File: config.mk
export PLATFORM = sky130hd
export DESIGN_NAME = fsram_read_ctrl
export DESIGN_NICKNAME = d
export VERILOG_FILES = /design/src/rtl/fsram_read_ctrl_pkg.sv /design/src/rtl/fsram_rd_fifo.sv /design/src/rtl/fsram_read_ctrl.sv
export SDC_FILE = /design/constraint.sdc
export NUM_CORES = 1
export LEC_CHECK = 0
export BUFFER_PORTS_ARGS = -buffer_cell sky130_fd_sc_hd__clkbuf_2
export CORE_ASPECT_RATIO = 1.4
export CORE_MARGIN = 2
export CORE_UTILIZATION = 57
export DETAILED_ROUTE_END_ITERATION = 7
export GPL_TIMING_DRIVEN = 0
export PLACE_DENSITY_LB_ADDON = 0.25
export SLEW_MARGIN = 20
export SYNTH_ARGS = -nofsm -noshare
export SYNTH_HDL_FRONTEND = slang
export SYNTH_SLANG_ARGS = --single-unit
File: constraint.sdc
create_clock -name clk -period 4.8 [get_ports clk]
set_clock_uncertainty 0.1 [all_clocks]
set_input_delay 0.96 -clock clk [delete_from_list [all_inputs] [get_ports clk]]
set_output_delay 0.96 -clock clk [all_outputs]
set_load 0.01 [all_outputs]
File: src/rtl/fsram_read_ctrl_pkg.sv
// Shared FSRAM definitions: bank geometry defaults and the read controller state encoding.
// The FSRAM write controller imports the same package so both sides agree on word layout.
package fsram_read_ctrl_pkg;

  localparam int SRAM_NUM_DEF = 8;
  localparam int ADDR_W_DEF   = 12;
  localparam int BANK_W       = 16;

  typedef enum logic [1:0] {
    ST_IDLE  = 2'd0,
    ST_READ  = 2'd1,
    ST_DRAIN = 2'd2
  } rd_state_e;

endpackage

File: src/rtl/fsram_rd_fifo.sv
// Synchronous output buffer for FSRAM rows; head is shown on o_data while non-empty.
// DEPTH must be a power of two so the pointers wrap naturally.
module fsram_rd_fifo #(
  parameter int WIDTH = 128,
  parameter int DEPTH = 4
) (
  input  logic                   clk,
  input  logic                   rst_n,
  input  logic                   i_push,
  input  logic [WIDTH-1:0]       i_data,
  input  logic                   i_pop,
  output logic [WIDTH-1:0]       o_data,
  output logic [$clog2(DEPTH):0] o_count
);

  localparam int PTR_W = $clog2(DEPTH);

  logic [WIDTH-1:0] r_mem [DEPTH];
  logic [PTR_W-1:0] r_wptr;
  logic [PTR_W-1:0] r_rptr;
  logic [PTR_W:0]   r_count;
  logic             w_wr;
  logic             w_rd;

  assign w_rd = i_pop && (r_count != (PTR_W+1)'(0));
  assign w_wr = i_push && ((r_count != (PTR_W+1)'(DEPTH)) || w_rd);

  // Pointer and occupancy bookkeeping; a same-cycle push and pop leaves count unchanged.
  always_ff @(posedge clk or negedge rst_n) begin
    if (!rst_n) begin
      r_wptr  <= PTR_W'(0);
      r_rptr  <= PTR_W'(0);
      r_count <= (PTR_W+1)'(0);
    end else begin
      if (w_wr) r_wptr <= r_wptr + PTR_W'(1);
      if (w_rd) r_rptr <= r_rptr + PTR_W'(1);
      case ({w_wr, w_rd})
        2'b10:   r_count <= r_count + (PTR_W+1)'(1);
        2'b01:   r_count <= r_count - (PTR_W+1)'(1);
        default: r_count <= r_count;
      endcase
    end
  end

  // Storage array; contents are only observable through a non-zero count.
  always_ff @(posedge clk) begin
    if (w_wr) r_mem[r_wptr] <= i_data;
  end

  assign o_data  = (r_count != (PTR_W+1)'(0)) ? r_mem[r_rptr] : {WIDTH{1'b0}};
  assign o_count = r_count;

endmodule

File: src/rtl/fsram_read_ctrl.sv
// Burst reader for the parallel FSRAM banks: issues port-B reads and streams rows out
// through a small buffer, throttling reads so buffered plus in-flight rows never exceed it.
module fsram_read_ctrl
  import fsram_read_ctrl_pkg::*;
#(
  parameter int SRAM_NUM   = SRAM_NUM_DEF,
  parameter int ADDR_W     = ADDR_W_DEF,
  parameter int FIFO_DEPTH = 4
) (
  input  logic                       clk,
  input  logic                       rst_n,
  input  logic                       start,
  input  logic [ADDR_W-1:0]          base_addr,
  input  logic [ADDR_W:0]            length,
  output logic                       busy,
  output logic                       done,
  output logic                       CENB,
  output logic [SRAM_NUM-1:0]        WENB,
  output logic [ADDR_W-1:0]          AB,
  input  logic [SRAM_NUM*BANK_W-1:0] QB,
  output logic [SRAM_NUM*BANK_W-1:0] out_data,
  output logic                       out_valid,
  input  logic                       out_ready
);

  localparam int DW    = SRAM_NUM * BANK_W;
  localparam int CNT_W = $clog2(FIFO_DEPTH) + 1;
  localparam logic [CNT_W:0] DEPTH_L = (CNT_W+1)'(FIFO_DEPTH);

  rd_state_e         r_state;
  rd_state_e         w_state_nxt;
  logic              r_issue;
  logic              r_inflight;
  logic              r_done;
  logic [ADDR_W:0]   r_rem;
  logic [ADDR_W:0]   w_rem_nxt;
  logic [ADDR_W-1:0] r_addr;
  logic [CNT_W-1:0]  w_count;
  logic [CNT_W:0]    w_cnt_nxt;
  logic [CNT_W:0]    w_occ_nxt;
  logic              w_accept;
  logic              w_zero_start;
  logic              w_pop;
  logic              w_issue_nxt;
  logic              w_done_nxt;

  assign w_accept     = (r_state == ST_IDLE) && start && (length != (ADDR_W+1)'(0));
  assign w_zero_start = (r_state == ST_IDLE) && start && (length == (ADDR_W+1)'(0));
  assign out_valid    = (w_count != CNT_W'(0));
  assign w_pop        = out_valid && out_ready;

  fsram_rd_fifo #(
    .WIDTH (DW),
    .DEPTH (FIFO_DEPTH)
  ) u_fifo (
    .clk     (clk),
    .rst_n   (rst_n),
    .i_push  (r_inflight),
    .i_data  (QB),
    .i_pop   (w_pop),
    .o_data  (out_data),
    .o_count (w_count)
  );

  // State register.
  always_ff @(posedge clk or negedge rst_n) begin
    if (!rst_n) begin
      r_state <= ST_IDLE;
    end else begin
      r_state <= w_state_nxt;
    end
  end

  // Next-state logic; DRAIN ends on the cycle the final buffered row is popped.
  always_comb begin
    w_state_nxt = r_state;
    case (r_state)
      ST_IDLE: begin
        if (w_accept) w_state_nxt = ST_READ;
        else          w_state_nxt = ST_IDLE;
      end
      ST_READ: begin
        if (r_issue && (r_rem == (ADDR_W+1)'(1))) w_state_nxt = ST_DRAIN;
        else                                      w_state_nxt = ST_READ;
      end
      ST_DRAIN: begin
        if (!r_inflight && (w_cnt_nxt == (CNT_W+1)'(0))) w_state_nxt = ST_IDLE;
        else                                              w_state_nxt = ST_DRAIN;
      end
      default: w_state_nxt = ST_IDLE;
    endcase
  end

  // Look-ahead for the registered read strobe: occupancy next cycle includes the row now in flight.
  always_comb begin
    w_cnt_nxt = {1'b0, w_count} + {{CNT_W{1'b0}}, r_inflight} - {{CNT_W{1'b0}}, w_pop};
    w_occ_nxt = w_cnt_nxt + {{CNT_W{1'b0}}, r_issue};
    if (w_accept)     w_rem_nxt = length;
    else if (r_issue) w_rem_nxt = r_rem - (ADDR_W+1)'(1);
    else              w_rem_nxt = r_rem;
    w_issue_nxt = (w_state_nxt == ST_READ) && (w_rem_nxt != (ADDR_W+1)'(0)) &&
                  (w_occ_nxt < DEPTH_L);
    w_done_nxt  = w_zero_start || ((r_state == ST_DRAIN) && (w_state_nxt == ST_IDLE));
  end

  // Datapath registers; the in-flight flag marks the cycle QB must be captured.
  always_ff @(posedge clk or negedge rst_n) begin
    if (!rst_n) begin
      r_issue    <= 1'b0;
      r_inflight <= 1'b0;
      r_done     <= 1'b0;
      r_rem      <= (ADDR_W+1)'(0);
      r_addr     <= ADDR_W'(0);
    end else begin
      r_issue    <= w_issue_nxt;
      r_inflight <= r_issue;
      r_done     <= w_done_nxt;
      r_rem      <= w_rem_nxt;
      if (w_accept)     r_addr <= base_addr;
      else if (r_issue) r_addr <= r_addr + ADDR_W'(1);
      else              r_addr <= r_addr;
    end
  end

  // Output decode.
  always_comb begin
    busy = (r_state != ST_IDLE);
    done = r_done;
    CENB = ~r_issue;
    WENB = {SRAM_NUM{1'b1}};
    AB   = r_addr;
  end

endmodule

==> results.md <==
* Status: finished, final reports clean
* Shortest period the worst path allows at 4.15 ns
* CTS resizes at 0
* Final WL at 42700 um
* First-pass GRT wire length at 66400 um
* Final hold violations at 0
* NumNets Final at 1619
* # DRC at 0
* Syn Area/Cell at 20.1 um^2
* Final setup margin at 0.654 ns
* Area grow syn2layout at 18.3%
* Worst Path Max Fanout at 10
* Critical path endpoint category: output port
* Tot GR Track Use at 22.0%
* Startpoint types: register
* Final Max Slew Viols at 0
* Clk sinks at 549
* Number of global-route vias before repair at 11800
* Die height at 235 um
* CP required at 3.74 ns
* Htree depth at 2
* Number of synthesized flops with an enable pin at 512
* Skew-Pair Late Insertion Delay at 0.56 ns
* Root buffer cell: clkbuf_16
* RSZ-0062 raised after global routing: false
* Most frequent cells in the layout: edfxtp_1 (512), clkbuf_2 (301), mux4_2 (128), and2_1 (128), clkbuf_16 (50)
* Fillers at 2474
* Async set or reset register ratio after synthesis at 6.74%
* Final period util at 86.4%
* Vias/cell at 5.68
* Synth Instances at 1080
* Antenna Nets Post-Route at 0
* Pre-CTS setup slack at 1.11 ns
* Drt first pass iters at 4
* Row count at 84
* TritonCTS clock tree: done
* Number of DRC markers in iteration 0 at 707
* Setup CP Type: reg2out
* Routability cong. at 0.849
* CTS buffer count at 50
* Port buffer count at 300
* Peak VDD IR at 0.416 mV
* Max_slew headroom at 33.1%
* Max cap viols at 0
* Detail Placement HPWL at 28100 um
* Seq/Total Area, Yosys at 75.2%
* Core Footprint at 37500 um^2
* HP Class: reg2reg
* Via count at 11100
* Final setup viols at 0
* Boundary pin count at 309
* Initial antenna violation count at 4
* Die Wd at 169 um
* Clock buffer depth at 3
* Core Util, Final at 68.3%
* Netlist cell types at 52
* Die area at 39600 um^2
* Maximum clock frequency at 241 MHz
* Commonest non-fill, non-tap cell in the layout: edfxtp_1
* Share of post-route cells with drive strength above 1 at 36.5%
* Routed length per instance at 21.8 um
* Leak pwr at 9.00 nW
* Ys Warns at 0
* Pwr Total at 15.4 mW
* Post-Syn Area at 21700 um^2
* Worst-margin pin slew at 1.00 ns
* Largest net degree at the start of global routing at 47
* Hold Buf Count CTS at 0
* Post-CTS Setup Repair Bufs at 0
* Top FF cell, synth: edfxtp_1
* FF+latch count, synth at 549
* Total grt overflow at 0
* Worst-path clk slew at 0.06 ns
* Data arrival time of the worst path at 3.09 ns
* Power Density at 602 nW/um^2
* Initial Util at 57.7%
-- sequential cells by signal, summed over array words and instances, names as in the netlist --
signal and count:
u_fifo.r_mem 512, r_rem 13, AB 12, u_fifo.o_count 3, r_state 2, u_fifo.r_rptr 2
u_fifo.r_wptr 2, done 1, r_inflight 1, r_issue 1
-- cells by family after synthesis --
group | synth area share, %
simple gates | 6.16
xor+xnor | 1.13
mux | 13.5
other cells | 0.0173
fa+ha+maj | 0.820
buf+inv | 1.62
compound gates | 1.47
flops | 75.2
-- metrics by stage --
stage | cell area (um^2) | hold WS [ns] | setup TNS [ns] | std cells
after floorplan | 21700 | 0.249 | 0 | 1087
after global placement | 23800 | 0.260 | -14.59 | 1860
after detailed placement | 24100 | 0.258 | 0 | 1870
after CTS | 25600 | 0.292 | 0 | 1960
after global routing | 25600 | 0.317 | 0 | 1961
final | 25600 | 0.288 | 0 | 1961
-- final cells by class --
cell class	instances	area [um^2]	area share (%)
Tap cell	473	592	2.31
Inverter	16	60.1	0.234
Antenna cell	1	2.50	0.00976
Clock inverter	25	265	1.03
Multi-Input combinational cell	461	5050	19.7
Timing Repair Buffer	310	1760	6.87
Clock buffer	65	1320	5.14
Buffer	61	290	1.13
Sequential cell	549	16300	63.6
-- critical path, stage by stage, from the launching register on --
cell and delay [ns]:
dfrtp_1 0.33, clkbuf_1 0.25, clkbuf_1 0.57, buf_2 0.47, mux4_2 0.59, and2_1 0.18, clkbuf_2 0.12
-- where the power goes --
| group | switching, mW | internal [mW] |
|---|---|---|
| registers | 0.254 | 6.03 |
| clock network | 1.62 | 2.21 |
| logic | 2.85 | 2.48 |
| total | 4.73 | 10.7 |
-- worst paths after layout --
| path | slack [ns] | to | cells past startpoint | from |
|---|---|---|---|---|
| setup / recovery | 0.65 | out_data[75] | 6 | u_fifo.r_rptr[0] |
| hold / removal | 0.29 | r_inflight | 0 | r_issue |
| setup reg to reg | 1.81 | r_issue | 12 | u_fifo.o_count[1] |
| hold reg to reg | 0.29 | r_inflight | 0 | r_issue |
| max in group asynchronous | 3.55 | AB[4] | 1 | rst_n |
| min in group asynchronous | 0.44 | r_rem[8] | 1 | rst_n |
-- cell usage after synthesis, drive strengths merged (2+ instances only) --
master	number	share of area, %
a21o	2	0.069
a21oi	5	0.12
a31oi	4	0.12
and2	132	3.8
buf	30	0.80
clkbuf	31	0.54
dfrtp	37	4.3
edfxtp	512	71
fa	2	0.18
ha	11	0.64
inv	16	0.28
mux2i	5	0.23
mux4	128	13
nand2	32	0.55
nand3	8	0.18
nand4	6	0.17
nor2	21	0.36
nor3	7	0.16
nor4	6	0.17
o21ai	22	0.51
o22ai	2	0.058
o32a	2	0.098
o41ai	3	0.12
or2	3	0.087
or3	5	0.19
or3b	3	0.13
or4	2	0.069
xnor2	19	0.77
xor2	9	0.36
-- routing by layer --
metal	part of all wire (%)	track usage, %	vias up
li1	-	-	5029
met1	38	27.2	5677
met2	52	38.4	348
met3	6.5	5.52	76
met4	2.6	6.87	6
met5	0.096	0	-
Power figures use the tool's default switching activity.
